===== src/rtl/safety_arb_pkg.sv =====
// -----------------------------------------------------------------------------
// safety_arb_pkg
// Shared constants and types for the safety-island AXI4 read arbiter.
//   AXI_SIZE_64    : ARSIZE encoding for 8-byte beats
//   AXI_BURST_INCR : ARBURST encoding for INCR bursts
//   arb_state_e    : AR arbitration state (IDLE / LOCKED)
// -----------------------------------------------------------------------------
package safety_arb_pkg;

  localparam logic [2:0] AXI_SIZE_64    = 3'b011;
  localparam logic [1:0] AXI_BURST_INCR = 2'b01;

  typedef enum logic {
    IDLE   = 1'b0,
    LOCKED = 1'b1
  } arb_state_e;

endpackage


===== src/rtl/safety_arb_order_fifo.sv =====
// -----------------------------------------------------------------------------
// safety_arb_order_fifo
// Records the requester index of every accepted AR burst so that R beats can
// be routed back in issue order.
// Parameters: DEPTH (power of 2, >= 2), WIDTH (index width)
// Ports:
//   clk_i, rst_n_i : clock, asynchronous active-low reset
//   push_i, din_i  : enqueue an index (ignored when full)
//   pop_i          : dequeue the head (ignored when empty)
//   dout_o         : head entry
//   full_o/empty_o : occupancy flags
//   count_o        : number of stored entries (0..DEPTH)
// -----------------------------------------------------------------------------
module safety_arb_order_fifo #(
  parameter int DEPTH = 4,
  parameter int WIDTH = 2
) (
  input  logic                     clk_i,
  input  logic                     rst_n_i,
  input  logic                     push_i,
  input  logic [WIDTH-1:0]         din_i,
  input  logic                     pop_i,
  output logic [WIDTH-1:0]         dout_o,
  output logic                     full_o,
  output logic                     empty_o,
  output logic [$clog2(DEPTH):0]   count_o
);

  localparam int PTR_W = $clog2(DEPTH);
  localparam int CNT_W = PTR_W + 1;

  logic [WIDTH-1:0] mem_q [DEPTH];
  logic [WIDTH-1:0] mem_d [DEPTH];
  logic [PTR_W-1:0] wr_ptr_q, wr_ptr_d, rd_ptr_q, rd_ptr_d;
  logic [CNT_W-1:0] count_q, count_d;
  logic             push_ok, pop_ok;

  assign full_o  = (count_q == CNT_W'(DEPTH));
  assign empty_o = (count_q == '0);
  assign count_o = count_q;
  assign dout_o  = mem_q[rd_ptr_q];

  // A push is refused when full even if a pop happens in the same cycle.
  assign push_ok = push_i && !full_o;
  assign pop_ok  = pop_i && !empty_o;

  // NOTE: every signal written in always_comb gets a default first so no latch is inferred.
  always_comb begin
    mem_d    = mem_q;
    wr_ptr_d = wr_ptr_q;
    rd_ptr_d = rd_ptr_q;
    count_d  = count_q;
    if (push_ok) begin
      mem_d[wr_ptr_q] = din_i;
      wr_ptr_d        = wr_ptr_q + PTR_W'(1);
    end
    if (pop_ok) begin
      rd_ptr_d = rd_ptr_q + PTR_W'(1);
    end
    case ({push_ok, pop_ok})
      2'b10:   count_d = count_q + CNT_W'(1);
      2'b01:   count_d = count_q - CNT_W'(1);
      default: count_d = count_q;
    endcase
  end

  // NOTE: sequential state uses non-blocking assignments so all flops update together.
  always_ff @(posedge clk_i or negedge rst_n_i) begin
    if (!rst_n_i) begin
      wr_ptr_q <= '0;
      rd_ptr_q <= '0;
      count_q  <= '0;
    end else begin
      wr_ptr_q <= wr_ptr_d;
      rd_ptr_q <= rd_ptr_d;
      count_q  <= count_d;
    end
  end

  // NOTE: storage is not reset; an entry is only read after it has been written.
  always_ff @(posedge clk_i) begin
    mem_q <= mem_d;
  end

endmodule


===== src/rtl/safety_axi_rd_arbiter.sv =====
// -----------------------------------------------------------------------------
// safety_axi_rd_arbiter
// Shares one 64-bit INCR AXI4 read master among N_REQ requesters. AR is
// round-robin arbitrated; R beats are routed in order using a FIFO of granted
// requester indices (no AXI IDs downstream).
// Optional macro: SAFETY_RD_ARB_TIMEOUT_EN builds a response watchdog that
//   sets timeout_o (sticky) after TIMEOUT_CYC cycles without an R handshake
//   while bursts are outstanding. Without the macro timeout_o is tied low.
// Ports:
//   req_ar*    : per-requester AR channel (requester k at slice k)
//   req_r*     : R data/resp/last broadcast, one-hot rvalid, per-requester rready
//   m_ar*/m_r* : master AXI read channels
//   outst_cnt_o   : bursts accepted downstream and not yet completed
//   err_unexp_r_o : sticky, R beat seen with no outstanding burst
//   timeout_o     : sticky watchdog flag
// -----------------------------------------------------------------------------
module safety_axi_rd_arbiter
  import safety_arb_pkg::*;
#(
  parameter int N_REQ       = 3,
  parameter int ADDR_W      = 32,
  parameter int DATA_W      = 64,
  parameter int MAX_OUTST   = 4,
  parameter int TIMEOUT_CYC = 1024
) (
  input  logic                        clk_i,
  input  logic                        rst_n_i,
  input  logic [N_REQ*ADDR_W-1:0]     req_araddr_i,
  input  logic [N_REQ*8-1:0]          req_arlen_i,
  input  logic [N_REQ-1:0]            req_arvalid_i,
  output logic [N_REQ-1:0]            req_arready_o,
  output logic [DATA_W-1:0]           req_rdata_o,
  output logic [1:0]                  req_rresp_o,
  output logic                        req_rlast_o,
  output logic [N_REQ-1:0]            req_rvalid_o,
  input  logic [N_REQ-1:0]            req_rready_i,
  output logic [ADDR_W-1:0]           m_araddr_o,
  output logic [7:0]                  m_arlen_o,
  output logic [2:0]                  m_arsize_o,
  output logic [1:0]                  m_arburst_o,
  output logic                        m_arvalid_o,
  input  logic                        m_arready_i,
  input  logic [DATA_W-1:0]           m_rdata_i,
  input  logic [1:0]                  m_rresp_i,
  input  logic                        m_rlast_i,
  input  logic                        m_rvalid_i,
  output logic                        m_rready_o,
  output logic [$clog2(MAX_OUTST):0]  outst_cnt_o,
  output logic                        err_unexp_r_o,
  output logic                        timeout_o
);

  localparam int IDX_W = $clog2(N_REQ);

  arb_state_e       state_q, state_d;
  logic [IDX_W-1:0] grant_q, grant_d, rr_q, rr_d;
  logic [IDX_W-1:0] pick, cand, cur_grant, head;
  logic             found, ar_push, fifo_full, fifo_empty, r_hs, pop;
  logic             err_unexp_q, err_unexp_d;

  // Round-robin: first valid requester at or after the pointer.
  always_comb begin
    pick  = '0;
    cand  = '0;
    found = 1'b0;
    for (int i = 0; i < N_REQ; i++) begin
      cand = IDX_W'((int'(rr_q) + i) % N_REQ);
      if (!found && req_arvalid_i[cand]) begin
        pick  = cand;
        found = 1'b1;
      end
    end
  end

  // IDLE grants in the same cycle it sees a request, so AR valid/address are
  // combinational from IDLE; LOCKED holds the grant until the handshake.
  always_comb begin
    state_d     = state_q;
    grant_d     = grant_q;
    rr_d        = rr_q;
    cur_grant   = grant_q;
    m_arvalid_o = 1'b0;
    case (state_q)
      IDLE: begin
        if (found && !fifo_full) begin
          cur_grant   = pick;
          grant_d     = pick;
          m_arvalid_o = 1'b1;
          state_d     = LOCKED;
        end
      end
      LOCKED: m_arvalid_o = 1'b1;
    endcase
    if (m_arvalid_o && m_arready_i) begin
      rr_d    = IDX_W'((int'(cur_grant) + 1) % N_REQ);
      state_d = IDLE;
    end
  end

  assign ar_push     = m_arvalid_o && m_arready_i;
  assign m_araddr_o  = req_araddr_i[cur_grant*ADDR_W +: ADDR_W];
  assign m_arlen_o   = req_arlen_i[cur_grant*8 +: 8];
  assign m_arsize_o  = AXI_SIZE_64;
  assign m_arburst_o = AXI_BURST_INCR;

  always_comb begin
    req_arready_o = '0;
    if (ar_push) req_arready_o[cur_grant] = 1'b1;
  end

  // R path: route to FIFO head; with nothing outstanding, drain and flag.
  assign m_rready_o  = fifo_empty ? m_rvalid_i : req_rready_i[head];
  assign r_hs        = m_rvalid_i && m_rready_o;
  assign pop         = r_hs && m_rlast_i && !fifo_empty;
  assign req_rdata_o = m_rdata_i;
  assign req_rresp_o = m_rresp_i;
  assign req_rlast_o = m_rlast_i;

  always_comb begin
    req_rvalid_o = '0;
    if (!fifo_empty && m_rvalid_i) req_rvalid_o[head] = 1'b1;
  end

  assign err_unexp_d   = err_unexp_q || (fifo_empty && m_rvalid_i);
  assign err_unexp_r_o = err_unexp_q;

  always_ff @(posedge clk_i or negedge rst_n_i) begin
    if (!rst_n_i) begin
      state_q     <= IDLE;
      grant_q     <= '0;
      rr_q        <= '0;
      err_unexp_q <= 1'b0;
    end else begin
      state_q     <= state_d;
      grant_q     <= grant_d;
      rr_q        <= rr_d;
      err_unexp_q <= err_unexp_d;
    end
  end

  safety_arb_order_fifo #(
    .DEPTH (MAX_OUTST),
    .WIDTH (IDX_W)
  ) u_order_fifo (
    .clk_i   (clk_i),
    .rst_n_i (rst_n_i),
    .push_i  (ar_push),
    .din_i   (cur_grant),
    .pop_i   (pop),
    .dout_o  (head),
    .full_o  (fifo_full),
    .empty_o (fifo_empty),
    .count_o (outst_cnt_o)
  );

`ifdef SAFETY_RD_ARB_TIMEOUT_EN
  localparam int TMR_W = $clog2(TIMEOUT_CYC + 1);

  logic [TMR_W-1:0] tmr_q, tmr_d;
  logic             timeout_q, timeout_d;

  // Counter saturates at the limit; any R handshake restarts it.
  always_comb begin
    tmr_d     = tmr_q;
    timeout_d = timeout_q;
    if (r_hs || (outst_cnt_o == '0)) begin
      tmr_d = '0;
    end else if (tmr_q != TMR_W'(TIMEOUT_CYC)) begin
      tmr_d = tmr_q + TMR_W'(1);
    end
    if (tmr_d == TMR_W'(TIMEOUT_CYC)) timeout_d = 1'b1;
  end

  always_ff @(posedge clk_i or negedge rst_n_i) begin
    if (!rst_n_i) begin
      tmr_q     <= '0;
      timeout_q <= 1'b0;
    end else begin
      tmr_q     <= tmr_d;
      timeout_q <= timeout_d;
    end
  end

  assign timeout_o = timeout_q;
`else
  // Always false; referencing TIMEOUT_CYC keeps the parameter in use.
  assign timeout_o = (TIMEOUT_CYC < 0);
`endif

endmodule

===== config.mk =====
export PLATFORM = sky130hd
export DESIGN_NAME = safety_axi_rd_arbiter
export DESIGN_NICKNAME = d
export VERILOG_FILES = /design/src/rtl/safety_arb_pkg.sv /design/src/rtl/safety_arb_order_fifo.sv /design/src/rtl/safety_axi_rd_arbiter.sv
export SDC_FILE = /design/constraint.sdc
export NUM_CORES = 1
export LEC_CHECK = 0
export ABC_AREA = 1
export CAP_MARGIN = 25
export CORE_AREA = 4 4 123 125
export CTS_CLUSTER_DIAMETER = 100
export CTS_CLUSTER_SIZE = 30
export DETAILED_ROUTE_END_ITERATION = 10
export DIE_AREA = 0 0 127 129
export PLACE_DENSITY = 0.73
export SYNTH_ARGS = -nofsm -noshare
export SYNTH_HDL_FRONTEND = slang
export SYNTH_SLANG_ARGS = --single-unit

===== constraint.sdc =====
create_clock -name clk_i -period 6.75 [get_ports clk_i]
set_input_delay 1.6875 -clock clk_i [delete_from_list [all_inputs] [get_ports clk_i]]
set_output_delay 1.6875 -clock clk_i [all_outputs]
set_load 0.05 [all_outputs]

==> results.cfg, run 1 <==
[worst_setup_path]
endpoint_kind = output pin
worst_setup_path_start_kind = input pin
rrSetupSlack_ns = 3.85
arrival_ns = 4.16
crit_type = input pin to output pin
worstPathRequired_ns = 5.06
timing.critical_path.fanout_max = 88

[sta]
worst_slew_pin_slew_ns = 0.6070
fin_crit_sh = 0.8657
drv_slew = 0
fmax_ghz = 0.1711
hold_violations = 0
relSlewSlack = 0.5947
fin_crit_ns = 5.843
setup_viol = 0
finClkSkew_ns = 0.003236
setup_tns_ns = 0
rsz0062_at_grt = false

[place]
io_buffers = 183
placed_area_sq_mm = 0.005374
gp_routability_congestion = 0.7982
dp_hpwl_um = 8441

[synthesis]
synth_edf_count = 8
syn_inst = 636
ys.flop_type = dfrtp_1
synthTopCellsByArea = nand2_1, inv_1, buf_4
synth-async-reset-ratio = 0.6190
ys_ff_latch = 21
avgSynthCellArea_sq_um = 5.624
yosysWarnings = 0
synth_top_cell_by_area = nand2_1
synth_common_cells = nand2_1, inv_1, nand3_1
yosysSeqAreaShare = 0.1581
synth.distinct_cells = 30
post-synth-top-count-cell = nand2_1
synth_top_area_frac = 0.1647
synthesis.area_sq_mm = 0.003577

[cts]
clk_latency_ns = 0.25
postCtsSetupBuffers = 0
cts-root-buf = clkbuf_16
cts_buffer_depth = 2
h-tree-depth = 1
numCtsBuffers = 3
ctsHoldBuffers = 0
clk_pin_slew_ns = 0.05
cts_tree = yes
cts-resized-gates = 0
clock-sinks = 21

[route]
ant_nets = 0
drt-wirelength-per-cell_um = 11.85
vias = 3794
first_pass_iters = 4
wl_um = 10820
avgViaCountPerCell = 4.156
drtIter0Drc = 152
drc_errors = 0

[final_layout]
design_area_sq_mm = 0.005453
diodes = 0
drive_above_1_share = 0.09413
nNetsFinal = 943
syn2layout_area_growth_pct = 52.43

[floorplan]
num_rows = 43
dieHeight_um = 129
initial_core_util = 0.2577
core_area_sq_mm = 0.01388
dieArea_sq_mm = 0.01638
pin_count = 322
die_w_um = 127

[global_route]
antenna_found_initial = 0
grt_pass1_vias = 3452
grt_max_degree = 89
track_usage = 0.1221
globalRouteOverflowTotal = 0
grt_pass1_wl_um = 16480

[hold_path]
hp-class = flop to flop

[job]
maxCapViolCount = 0

[outcome]
status = finished clean
## critical path, stage by stage
cell and delay, ns:
clkdlybuf4s50_1 0.51, inv_1 0.09, o21ai_1 0.16, nand2_2 0.12, nand3_2 0.11, nand3_2 0.10
nand2_2 0.31, nand2_8 0.34, inv_1 0.19, ha_1 0.16, inv_1 0.04, nor2_1 0.18
buf_12 0.17
## layout make-up
cell class              count  area, sq um
repair buffers            187         2280
multi-input cells         364         1714
clock buffers               4        78.83
well taps                 180        225.2
flip-flops and latches     21        565.5
fillers                  1451         8428
inverters                 157        589.3
## routing by layer
| metal | GRT usage | part of all wire |
|---|---|---|
| met3 | 0.05106 | 0.13 |
| met2 | 0.2092 | 0.47 |
| met5 | 0 | 0 |
| met4 | 0.03218 | 0.022 |
| met1 | 0.1411 | 0.38 |
## cells by family (layout without fill, tap and decap cells)
family          after synthesis  after routing  synth area share
flops                        21             21            0.1581
simple gates                327            327            0.3952
fa+ha+maj                    12             12           0.04407
buf+inv                     255            348            0.3669
compound gates               15             15           0.02379
xor+xnor                      4              4          0.009795
other cells                   2              6          0.002099
## metrics by stage
step	setup slack [ns]	hold slack (ns)	utilization	instances
after floorplan	1.614	0.4923	-	640
after global placement	0.9112	0.4696	0.3871	909
after detailed placement	0.8428	0.4696	0.3871	909
after CTS	0.8375	0.4870	0.3928	913
after global routing	0.6001	0.5200	0.3928	913
final	0.9065	0.4773	0.3928	913
## final timing paths
check | startpoint | to | depth (start not counted)
worst max-delay path | req_arvalid_i[2] | req_arready_o[0] | 13
worst min-delay path | err_unexp_r_o | err_unexp_r_o | 1
worst max register to register | rr_q[0] | u_order_fifo.count_o[2] | 17
worst min register to register | err_unexp_r_o | err_unexp_r_o | 1
max in group asynchronous | rst_n_i | u_order_fifo.rd_ptr_q[0] | 1
min in group asynchronous | rst_n_i | u_order_fifo.wr_ptr_q[1] | 1
## flip-flops by register name, indices dropped and copies added (netlist names)
name and cells:
u_order_fifo.mem_q 8, u_order_fifo.rd_ptr_q 2, u_order_fifo.count_o 3, rr_q 2
grant_q 2, u_order_fifo.wr_ptr_q 2, err_unexp_r_o 1, state_q 1
## cell usage in the layout, fill, tap and decap left out
cell type	Yosys	layout
nand3_2	2	2
inv_2	6	6
nand2_2	5	5
buf_4	73	5
nand2_8	1	1
nand3_1	93	93
nor2_1	58	58
conb_1	2	6
xnor2_1	1	1
nor3_1	3	3
o21ai_1	2	2
nand4_1	3	3
o21bai_1	1	1
a21oi_2	1	1
nor2_2	2	2
dfrtp_1	13	13
fa_1	1	1
or2_2	1	1
edfxtp_1	8	8
o21ai_0	6	6
ha_1	11	11
a21oi_1	4	4
clkdlybuf4s50_1	0	140
xor2_1	3	3
clkbuf_1	0	1
nand2_1	157	157
nand2_4	1	1
buf_12	0	42
clkbuf_16	0	3
inv_1	151	151
a32oi_1	1	1
or2_1	1	1
Power of run 1 is left out: the tool's default activity adds up to more than one toggle a clock period on the data nets, which glitch-free logic cannot reach.
==> run 2: changes to the inputs <==
--- a/config.mk
+++ b/config.mk
@@ -12,6 +12,7 @@
 export CTS_CLUSTER_SIZE = 30
 export DETAILED_ROUTE_END_ITERATION = 10
 export DIE_AREA = 0 0 127 129
+export MAX_ROUTING_LAYER = met4
 export PLACE_DENSITY = 0.73
 export SYNTH_ARGS = -nofsm -noshare
 export SYNTH_HDL_FRONTEND = slang
==> run 2 against run 1 <==
Compared with the run above:
- sequential cell count did not move
- cell area did not move
- via count rose by 0.29%
==> results.cfg, run 2 (same netlist as run 1, synthesis figures left out) <==
[sta]
hold_ws_ns = 0.4774
setup_tns_ns = 0
worst_slew_pin_slew_ns = 0.6086
relSlewSlack = 0.5930
finClkSkew_ns = 0.003214
setup_viol = 0
fmax_ghz = 0.1712
rsz0062_at_grt = false
hold_violations = 0
drv_slew = 0
fin_crit_sh = 0.8655
fin_crit_ns = 5.842

[floorplan]
initial_core_util = 0.2577
dieArea_sq_mm = 0.01638
num_rows = 43
die_w_um = 127
core_area_sq_mm = 0.01388
dieHeight_um = 129
pin_count = 322

[route]
first_pass_iters = 4
wl_um = 10870
vias = 3805
drt-wirelength-per-cell_um = 11.91
drc_errors = 0
ant_nets = 0
avgViaCountPerCell = 4.168
drtIter0Drc = 152

[cts]
h-tree-depth = 1
cts_tree = yes
ctsHoldBuffers = 0
clock-sinks = 21
numCtsBuffers = 3
cts-root-buf = clkbuf_16
cts-resized-gates = 0
clk_latency_ns = 0.25
cts_buffer_depth = 2
postCtsSetupBuffers = 0
clk_pin_slew_ns = 0.05

[worst_setup_path]
r2r_end = u_order_fifo.count_o[2]
timing.critical_path.fanout_max = 88
r2r-start = rr_q[0]
crit_type = input pin to output pin
worstPathRequired_ns = 5.06
endpoint_kind = output pin
arrival_ns = 4.15
rrSetupSlack_ns = 3.85
worst_setup_path_start_kind = input pin
reg2reg_depth = 17

[global_route]
track_usage = 0.1259
grt_pass1_vias = 3454
grt_max_degree = 89
antenna_found_initial = 0
globalRouteOverflowTotal = 0
grt_pass1_wl_um = 16480

[final_layout]
top_register = u_order_fifo.mem_q
seqCellArea_sq_um = 565.5
mostFrequentLayoutCells = nand2_1, inv_1, clkdlybuf4s50_1
nNetsFinal = 943
drive_above_1_share = 0.09413
multi_input_area_sq_mm = 0.001714
nFillCells = 1451
final_common_cell = nand2_1
syn2layout_area_growth_pct = 52.43
final_core_util = 0.3928
design_area_sq_mm = 0.005453
largest_register_ffs = 8
diodes = 0

[place]
placed_area_sq_mm = 0.005374
io_buffers = 183
gp_routability_congestion = 0.8097
dp_hpwl_um = 8441

[hold_path]
min_to = err_unexp_r_o
hold_depth = 1
worstHoldStart = err_unexp_r_o
hp-class = flop to flop

[job]
maxCapViolCount = 0

[outcome]
status = finished clean
[run 2: cell counts in the layout (fill, tap and decap cells not counted)]
No cell type changed its count.
[run 2: routing by layer]
metal  track usage  up-vias  wire length [um]
met5             -        -                 0
met4       0.03218        0               233
met3       0.03944       29              1161
met2        0.2086      177              5070
met1        0.1489     1620              4405
li1              -     1979                 -
[run 2: how the worst max path moves through the flow]
stage | startpoint | endpoint | slack (ns) | cells after the start
2_1_floorplan | req_arvalid_i[2] | req_arready_o[2] | 1.61 | 14
3_3_place_gp | req_arvalid_i[2] | req_arready_o[2] | 0.91 | 13
3_5_place_dp | req_arvalid_i[2] | req_arready_o[0] | 0.84 | 13
4_1_cts | req_arvalid_i[2] | req_arready_o[0] | 0.84 | 13
5_1_grt | req_arvalid_i[2] | req_arready_o[0] | 0.60 | 13
6_report | req_arvalid_i[2] | req_arready_o[0] | 0.91 | 13
[run 2: through the flow]
step                cells  worst slack (ns)
finish                913            0.9078
global route          913            0.5981
CTS                   913            0.8375
detailed placement    909            0.8428
global placement      909            0.9112
floorplan             640             1.614
[run 2: worst max-delay path, cell delays in order]
cell	delay, ns
clkdlybuf4s50_1	0.51
inv_1	0.09
o21ai_1	0.16
nand2_2	0.12
nand3_2	0.11
nand3_2	0.09
nand2_2	0.31
nand2_8	0.34
inv_1	0.19
ha_1	0.16
inv_1	0.04
nor2_1	0.18
buf_12	0.17
[run 2: final cells by class]
type / instances / share of cell area
flip-flops and latches: 21 / 0.1037
repair buffers: 187 / 0.4181
well taps: 180 / 0.04130
inverters: 157 / 0.1081
multi-input cells: 364 / 0.3144
clock buffers: 4 / 0.01446
Power of run 2 is left out for the same reason.
